$ cat src/rtl/parity_frame_pkg.sv
// parity_frame_pkg: shared state encoding, line levels and counter sizing for parity_frame_tx
//   frame_state_t : IDLE, START, DATA, PARITY, STOP
//   IDLE_LEVEL / START_LEVEL / STOP_LEVEL : serial line levels
//   cnt_width(n)  : max(1, $clog2(n)), width of a counter running 0..n-1
package parity_frame_pkg;
   typedef enum logic [2:0] {IDLE, START, DATA, PARITY, STOP} frame_state_t;
   localparam logic IDLE_LEVEL  = 1'b1;
   localparam logic START_LEVEL = 1'b0;
   localparam logic STOP_LEVEL  = 1'b1;
   function automatic int cnt_width(input int n);
      return (n > 1) ? $clog2(n) : 1;
   endfunction
endpackage

$ cat src/rtl/parity_gen_w.sv
// parity_gen_w: combinational even-parity generator (XOR-reduction of the word)
//   data_i   in  W : word to reduce
//   parity_o out 1 : ^data_i
module parity_gen_w #(
   parameter int W = 4
) (
   input  logic [W-1:0] data_i,
   output logic         parity_o
);
   assign parity_o = ^data_i;
endmodule

$ cat src/rtl/parity_frame_tx.sv
// parity_frame_tx: serial frame transmitter (start, data LSB first, parity, stop)
//   clk, rst    : clock, synchronous active-high reset
//   in_valid    in  1      : in_data is valid
//   in_ready    out 1      : word accepted this cycle (IDLE and not in reset)
//   in_data     in  DATA_W : word to transmit
//   tx          out 1      : serial line, idles high
//   busy        out 1      : frame in progress
//   frame_done  out 1      : pulse during the last STOP cycle
//   Build option PARITY_FRAME_ODD_EN: transmit odd parity instead of even.
module parity_frame_tx import parity_frame_pkg::*; #(
   parameter int DATA_W       = 4,
   parameter int CLKS_PER_BIT = 4
) (
   input  logic              clk,
   input  logic              rst,
   input  logic              in_valid,
   output logic              in_ready,
   input  logic [DATA_W-1:0] in_data,
   output logic              tx,
   output logic              busy,
   output logic              frame_done
);
   localparam int DIV_W = cnt_width(CLKS_PER_BIT);
   localparam int BIT_W = cnt_width(DATA_W);
   localparam logic [DIV_W-1:0] DIV_LAST = DIV_W'(CLKS_PER_BIT - 1);
   localparam logic [BIT_W-1:0] BIT_LAST = BIT_W'(DATA_W - 1);

   frame_state_t      state_q, state_d;
   logic [DIV_W-1:0]  div_q, div_d;
   logic [BIT_W-1:0]  bit_q, bit_d;
   logic [DATA_W-1:0] shreg_q, shreg_d;
   logic [DATA_W-1:0] word_q, word_d;
   logic              par_raw, par_bit, div_last;

   // Parity comes from a separate copy of the accepted word, since the shift register is consumed.
   parity_gen_w #(.W(DATA_W)) u_par (
      .data_i   (word_q),
      .parity_o (par_raw)
   );

`ifdef PARITY_FRAME_ODD_EN
   assign par_bit = ~par_raw;
`else
   assign par_bit = par_raw;
`endif

   assign div_last   = div_q == DIV_LAST;
   assign in_ready   = (state_q == IDLE) && !rst;
   assign busy       = state_q != IDLE;
   assign frame_done = (state_q == STOP) && div_last;
   assign tx = (state_q == START)  ? START_LEVEL :
               (state_q == DATA)   ? shreg_q[0]  :
               (state_q == PARITY) ? par_bit     :
               (state_q == STOP)   ? STOP_LEVEL  : IDLE_LEVEL;

   always_comb begin
      state_d = state_q;
      shreg_d = shreg_q;
      word_d  = word_q;
      // Every state exits on a divider wrap, so the divider is already 0 on each state entry.
      div_d   = (state_q == IDLE || div_last) ? '0 : div_q + 1'b1;
      bit_d   = (state_q == DATA && div_last) ? ((bit_q == BIT_LAST) ? '0 : bit_q + 1'b1) : bit_q;
      unique case (state_q)
         IDLE:    if (in_valid && in_ready) begin
                     state_d = START;
                     shreg_d = in_data;
                     word_d  = in_data;
                  end
         START:   state_d = div_last ? DATA : START;
         DATA:    if (div_last) begin
                     shreg_d = shreg_q >> 1;
                     state_d = (bit_q == BIT_LAST) ? PARITY : DATA;
                  end
         PARITY:  state_d = div_last ? STOP : PARITY;
         STOP:    state_d = div_last ? IDLE : STOP;
         default: state_d = IDLE;
      endcase
   end

   always_ff @(posedge clk) begin
      if (rst) begin
         state_q <= IDLE;
         div_q   <= '0;
         bit_q   <= '0;
         shreg_q <= '0;
         word_q  <= '0;
      end else begin
         state_q <= state_d;
         div_q   <= div_d;
         bit_q   <= bit_d;
         shreg_q <= shreg_d;
         word_q  <= word_d;
      end
   end
endmodule
$ cat config.mk
export PLATFORM = sky130hd
export DESIGN_NAME = parity_frame_tx
export DESIGN_NICKNAME = d
export VERILOG_FILES = /design/src/rtl/parity_frame_pkg.sv /design/src/rtl/parity_gen_w.sv /design/src/rtl/parity_frame_tx.sv
export SDC_FILE = /design/constraint.sdc
export NUM_CORES = 1
export LEC_CHECK = 0
export ABC_AREA = 1
export CORE_UTILIZATION = 55
export CTS_CLUSTER_DIAMETER = 150
export DETAILED_ROUTE_END_ITERATION = 10
export PLACE_DENSITY = 0.8
export SYNTH_ARGS = -nofsm -noshare
export SYNTH_HDL_FRONTEND = slang
export SYNTH_HIERARCHICAL = 1
export SYNTH_SLANG_ARGS = --single-unit
$ cat constraint.sdc
create_clock -name clk -period 3.1 [get_ports clk]
set_input_delay 0.62 -clock clk [delete_from_list [all_inputs] [get_ports clk]]
set_output_delay 0.62 -clock clk [all_outputs]
set_load 0.05 [all_outputs]
# Word-level counts from Yosys, hierarchy flattened
# Index checks and enable logic that the tools add are counted.
# Widths: inputs -> output; s select.
# op_classes
addsub	2
n_eq_ne	8
muxes	14
reduce_logical	14
# op_table
operator	n
$pmux 3 s5	1
$mux 3	4
$mux 4	2
$pmux 4 s2	1
$eq 3x2->1 const B	2
$add 2x1->2 const B	2
$eq 2x2->1 const B	2
$logic_and 1x1->1	4
$mux 1	4
$mux 2	2
$reduce_and 2->1	2
$reduce_xor 4->1	1
$eq 3x1->1 const B	1
$eq 3x3->1 const B	1
$logic_not 3->1	1
$reduce_and 3->1	1
$reduce_bool 3->1	1
$ne 2x1->1 const B	1
$ne 2x2->1 const B	1
$reduce_bool 2->1	1
$reduce_or 2->1	1
$logic_not 1->1	1
$logic_or 1x1->1	1
# totals
register_bits	15
input_bits	7
out_inout_bits	4
word_cells	43

# Depth between registers and ports, before layout
# logic_depth
ltp_word	5
ltp_mapped	8
mapped_depth_nobuf	8

# Modules after synthesis
# The synthesis kept the hierarchy.
# by_module_without_submodules
mod	instances	cells_per_inst	area_each_um2
parity_frame_tx	1	97	719.4
parity_gen_w	1	19	73.8

# Worst setup path after synthesis
# Ideal clock, no wire load.
# synth_timing
path_type	flip-flop to output port
start	register div_q[0]
end	output frame_done
t_arrival_ns	2.225
t_required_ns	2.480
slack_ns	0.255
path_stages_with_launch	5
cell_sequence	dfxtp_1 -> ha_1 -> clkbuf_1 -> inv_2 -> nor4_1
# synth_via
elab_chain_cells	2
# synth_rtl
element	line_no	source
from (decl)	parity_frame_tx.sv:29	logic [DIV_W-1:0] div_q, div_d;
from (signal assigned)	parity_frame_tx.sv:89	div_q <= div_d;
$eq 2x2->1	parity_frame_tx.sv:47	assign div_last = div_q == DIV_LAST;
$logic_and 1x1->1	parity_frame_tx.sv:50	assign frame_done = (state_q == STOP) && div_last;
to (decl)	parity_frame_tx.sv:21	output logic frame_done
# No other way between the ends.

# Worst setup path after layout
# Ends and elaborated chain as after synthesis.

==> results <==
[Yosys cell counts (all sizes together)]
master / count / area (sq um)
ha: 2 / 25.0
nor4: 1 / 6.26
o31ai: 1 / 7.51
clkbuf: 1 / 3.75
a21oi: 5 / 28.8
buf: 1 / 5.00
o211ai: 1 / 7.51
inv: 16 / 62.6
dfxtp: 15 / 300
o21bai: 1 / 7.51
o21ai: 8 / 40.0
nand3: 6 / 42.5
nor3: 2 / 21.3
nand2: 41 / 169
nor2: 15 / 66.3
[cells by family (layout without fill, tap and decap cells)]
logic type               count (synthesis)  in the layout
AO/OA/AOI/OAI                           16             16
adder cells (fa/ha/maj)                  2              2
buffers and inverters                   18             30
flip-flops                              15             15
AND/OR/NAND/NOR                         65             65
[cell type report]
class | count | area (sq um)
Fill cell | 119 | 389
Timing Repair Buffer | 10 | 97.6
Inverter | 16 | 62.6
Sequential cell | 15 | 300
Clock inverter | 1 | 5.00
Multi-Input combinational cell | 83 | 422
Tap cell | 15 | 18.8
Clock buffer | 3 | 22.5
[sequential cells by signal, indices dropped and copies added (netlist names)]
name	flops
bit_q	2
div_q	2
shreg_q	4
state_q	3
word_q	4
[per-stage QoR]
| step | power, mW | utilization | cells | hold slack (ps) | area (sq um) |
|---|---|---|---|---|---|
| after floorplan | 0.270 | - | 116 | 399 | 793 |
| after global placement | 0.290 | 0.684 | 139 | 406 | 901 |
| after detailed placement | 0.293 | 0.684 | 139 | 419 | 901 |
| after CTS | 0.406 | 0.705 | 143 | 432 | 928 |
| after global routing | 0.424 | 0.705 | 143 | 447 | 928 |
| final | 0.404 | 0.705 | 143 | 427 | 928 |
[final timing paths]
kind | end | slack (ps) | cells past startpoint
max | frame_done | 430 | 4
min | div_q[0]$_SDFF_PP0_ | 430 | 1
max reg2reg | shreg_q[3]$_SDFFE_PP0P_ | 1790 | 5
min reg2reg | div_q[0]$_SDFF_PP0_ | 430 | 1
[routing by layer]
metal | global-route usage | vias to the layer above | share of wire
met3 | 0.0611 | 2 | 0.036
li1 | - | 390 | -
met2 | 0.319 | 12 | 0.47
met5 | 0 | - | 0
met1 | 0.259 | 315 | 0.49
met4 | 0.129 | 0 | 0.0085
[power breakdown]
part	switching [mW]	internal [mW]
registers	0.00838	0.204
logic	0.0466	0.0297
clock network	0.0683	0.0479
==> out/metrics.cfg <==
[clocking]
clk_pin_slew_ps = 100
clockBufferDepth = 2
hold_buffers = 0
worstSkewPairLatency_ps = 280
cts_setup_buffers = 0
htreeDepth = 1
postCtsResizedCells = 0
cts_buffers = 3
root_buffer = clkbuf_4
cts_tree = built
clock-sinks = 15

[sta]
finalCritPeriodShare = 0.860
rsz0062_at_grt = no
fin_setup_tns_ps = 0
clock_skew_ps = 2.05
worst_pin_slew_ps = 493
layout_setup_ws_ps = 434
drv_slew = 0
setup_viol = 0
hold_viol_final = 0
period_minus_slack_ps = 2670
maxSlewHeadroom = 0.670
max_freq_mhz = 375

[floorplan]
floorplan.initialDensity = 0.602
design.die.area_sq_um = 1600
row_count = 13
die_w_um = 40.0
io_pins = 11
die-height_um = 40.0
fp.coreArea_sq_um = 1320

[power]
power.leakage_nw = 0.423
irDropWorstVdd_mv = 0.283
power_density_nw_per_um2 = 436

[detailed_routing]
drt_iter0_markers = 23
drt-total-wl_um = 1530
via_per_inst = 5.03
antenna_left = 0
vias = 719
wire_per_inst_um = 10.7
drtPass1Iterations = 4
drc = 0

[placement]
routabilityCongestion = 0.852
place_hpwl_um = 1140
port_buffers = 10
dp_worst_setup_slack_ps = 740

[hold_path]
min_from = div_q[0]$_SDFF_PP0_
holdCritPathClass = flip-flop to flip-flop

[global_route]
antenna_found_initial = 0
grt_overflow = 0
grt_pass1_vias = 550
grt_pass1_wl_um = 2190
grt_usage = 0.210
grt_max_degree = 11

[worst_setup_path]
worstReg2RegStart = state_q[0]$_SDFFE_PP0P_
cp_slowest_cell = clkdlybuf4s50_1
cp-startpoint = div_q[0]$_SDFF_PP0_
crit_type = flip-flop to output port
cp-end-kind = output port
worst-path-buf-inv = 2
critical_path.cell_chain = ha_1, inv_2, nor4_1, clkdlybuf4s50_1
cp_top_family = buffers and inverters
startpoint_type = flip-flop
arrival_ps = 2050
crit_path_max_fanout = 8
worstPathRequired_ps = 2480
cpPeakStageDelay_ps = 840

[synthesis]
synthSimpleGateAreaFrac = 0.385
syn_area_sq_um = 793
ys_warn_count = 6
netlist_instances = 116
synth_fa_ha_area_frac = 0.0315
post_synth.cell_area_avg_sq_um = 6.84
synthMuxAreaShare = 0
ys_types = 24
synth_top_family_by_area = simple AND/OR/NAND/NOR gates
synth_xor_area_frac = 0
synth-compound-area-share = 0.115
synthesis.nets = 125
ys_seq_area_frac = 0.379
ys_seq_elements = 15

[flow_run]
max-cap-violations = 0

[cells_and_area]
layout_commonest_cell = nand2_1
n_antenna_cell = 0
area_delta_synth_final_pct = 17.0
layout_common_cells = nand2_1 (37), dfxtp_1 (15), inv_1 (14)
nNetsFinal = 138
drive_gt1_frac = 0.125

[status]
outcome = finished, final reports clean

(Power assumes the default switching activity.)
==> variant (same flow settings) <==
`DATA_W`: 4 -> 6.
--- a/src/rtl/parity_frame_tx.sv
+++ b/src/rtl/parity_frame_tx.sv
@@ -8,7 +8,7 @@
 //   frame_done  out 1      : pulse during the last STOP cycle
 //   Build option PARITY_FRAME_ODD_EN: transmit odd parity instead of even.
 module parity_frame_tx import parity_frame_pkg::*; #(
-   parameter int DATA_W       = 4,
+   parameter int DATA_W       = 6,
    parameter int CLKS_PER_BIT = 4
 ) (
    input  logic              clk,
Interface: changed (resized in_data); port bits go from 11 to 13. No check against the original RTL was run, so the function may have changed too.
==> variant against the unedited design <==
  * Routed wire length up 27%
  * Die area grew 33%
  * Final area is 32% higher
  * Area after synthesis rose by 35%
  * Sequential cell count up 5
  * Setup slack got worse by 0.084 ns
  * Power rose by 35%
  * Non-clock buffer count increased by 3
  * Via count is 29% higher
  * Critical path type unchanged
  * Highest routed layer unchanged
==> variant: results <==
export IMPL_postCtsSetupRepairBufs=0
export IMPL_post_drt_via_cell_ratio=4.926
export IMPL_netlist_top_cells_area="dfxtp_1 38%, nand2_1 15%, nand2_2 6.4%"
export IMPL_clk_latency_ns=0.30
export IMPL_grt_util_all_layers=0.2141
export IMPL_ant_diodes=0
export IMPL_tritoncts_num_buffers=3
export IMPL_p_leak_nw=0.5224
export IMPL_wl_per_cell_um=10.31
export IMPL_largest_registers="shreg_q x6, word_q x6"
export IMPL_master_cell_of_the_clock_root_buffer="clkbuf_4"
export IMPL_max_slew_margin_rel=0.6688
export IMPL_path_max_fanout=4
export IMPL_detailed_place_area_um2=1189
export IMPL_run_status="complete, no violations"
export IMPL_io_buffers=12
export IMPL_seq_area_frac_synth=0.3751
export IMPL_grt_pass1_vias=822
export IMPL_detail_route_drc_violations=0
export IMPL_yosys_warnings=6
export IMPL_routabilityCongestion=0.7594
export IMPL_worst_ir_drop_vdd_mv=0.2881
export IMPL_number_of_antenna_violations_at_the_first_check_in_global_routing=0
export IMPL_fin_worst_skew_ns=0.005906
export IMPL_drive_gt1_frac=0.2012
export IMPL_clockBufferDepth=2
export IMPL_hpwlAfterDp_mm=1.449
export IMPL_synth_fp_nets=161
export IMPL_yosys_top_cells_count="44 x nand2_1, 20 x dfxtp_1, 17 x inv_1"
export IMPL_maximum_number_of_pins_on_one_net_before_global_route_repair=17
export IMPL_clk_pin_slew_worst_paths_ns=0.11
export IMPL_first_iter_violations=20
export IMPL_nets=175
export IMPL_synth_cell_types=32
export IMPL_grt_pass1_wl_mm=3.277
export IMPL_worstPathArrival_ns=2.13
-- variant: final timing paths --
check / startpoint / to / slack (ns) / cells after the start
setup reg to reg: state_q[0] / shreg_q[0] / 1.60 / 7
hold reg to reg: div_q[0] / div_q[0] / 0.42 / 1
setup / recovery: word_q[0] / tx / 0.35 / 11
hold / removal: div_q[0] / div_q[0] / 0.42 / 1
-- variant: report_power, final --
part           switching, mW  internal, mW
combinational         0.0674        0.0445
clock                 0.0792        0.0716
sequential            0.0113         0.273
total                  0.158         0.389
-- variant: cells by family (layout without fill, tap and decap cells) --
| family | after synthesis | after routing | share of synthesized area |
|---|---|---|---|
| simple gates | 84 | 84 | 0.3834 |
| buf+inv | 24 | 37 | 0.1055 |
| compound gates | 20 | 20 | 0.1079 |
| flops | 20 | 20 | 0.3751 |
| xor+xnor | 2 | 2 | 0.01642 |
| fa+ha+maj | 1 | 1 | 0.01172 |
-- variant: area by class of cell --
cell class              instances  area, um2
clock buffers                   4      36.28
multi-input cells             107      554.3
well taps                      25      31.28
flip-flops and latches         20      400.4
inverters                      20      77.57
repair buffers                 13      125.1
fillers                       176      539.3
-- variant: stage by stage --
| stage | setup slack, ns | instances | util | total power [mW] | hold WS (ns) |
|---|---|---|---|---|---|
| after floorplan | 0.3869 | 151 | - | 0.3749 | 0.3991 |
| after global placement | 0.7118 | 185 | 0.6738 | 0.3982 | 0.4055 |
| after detailed placement | 0.6989 | 185 | 0.6738 | 0.4017 | 0.4153 |
| after CTS | 0.3345 | 189 | 0.6943 | 0.5529 | 0.4310 |
| after global routing | 0.1767 | 189 | 0.6943 | 0.5779 | 0.4544 |
| final | 0.3498 | 189 | 0.6943 | 0.5467 | 0.4247 |
-- variant: layer usage --
| metal | vias to the layer above | share of wire | GRT usage |
|---|---|---|---|
| met2 | 15 | 0.48 | 0.3127 |
| met5 | - | 0 | 0 |
| met1 | 411 | 0.49 | 0.2967 |
| met4 | 0 | 0.0077 | 0.1118 |
| li1 | 503 | - | - |
| met3 | 2 | 0.029 | 0.03922 |
-- variant: critical path, cell delays in order (launching register included) --
cell	delay [ns]
dfxtp_1	0.39
inv_1	0.07
nand2_1	0.06
nand2_1	0.06
nand2_1	0.07
nand3_1	0.07
nand2_1	0.07
nand2_1	0.05
nand3_1	0.08
o21ai_1	0.07
inv_1	0.05
clkdlybuf4s50_1	0.79
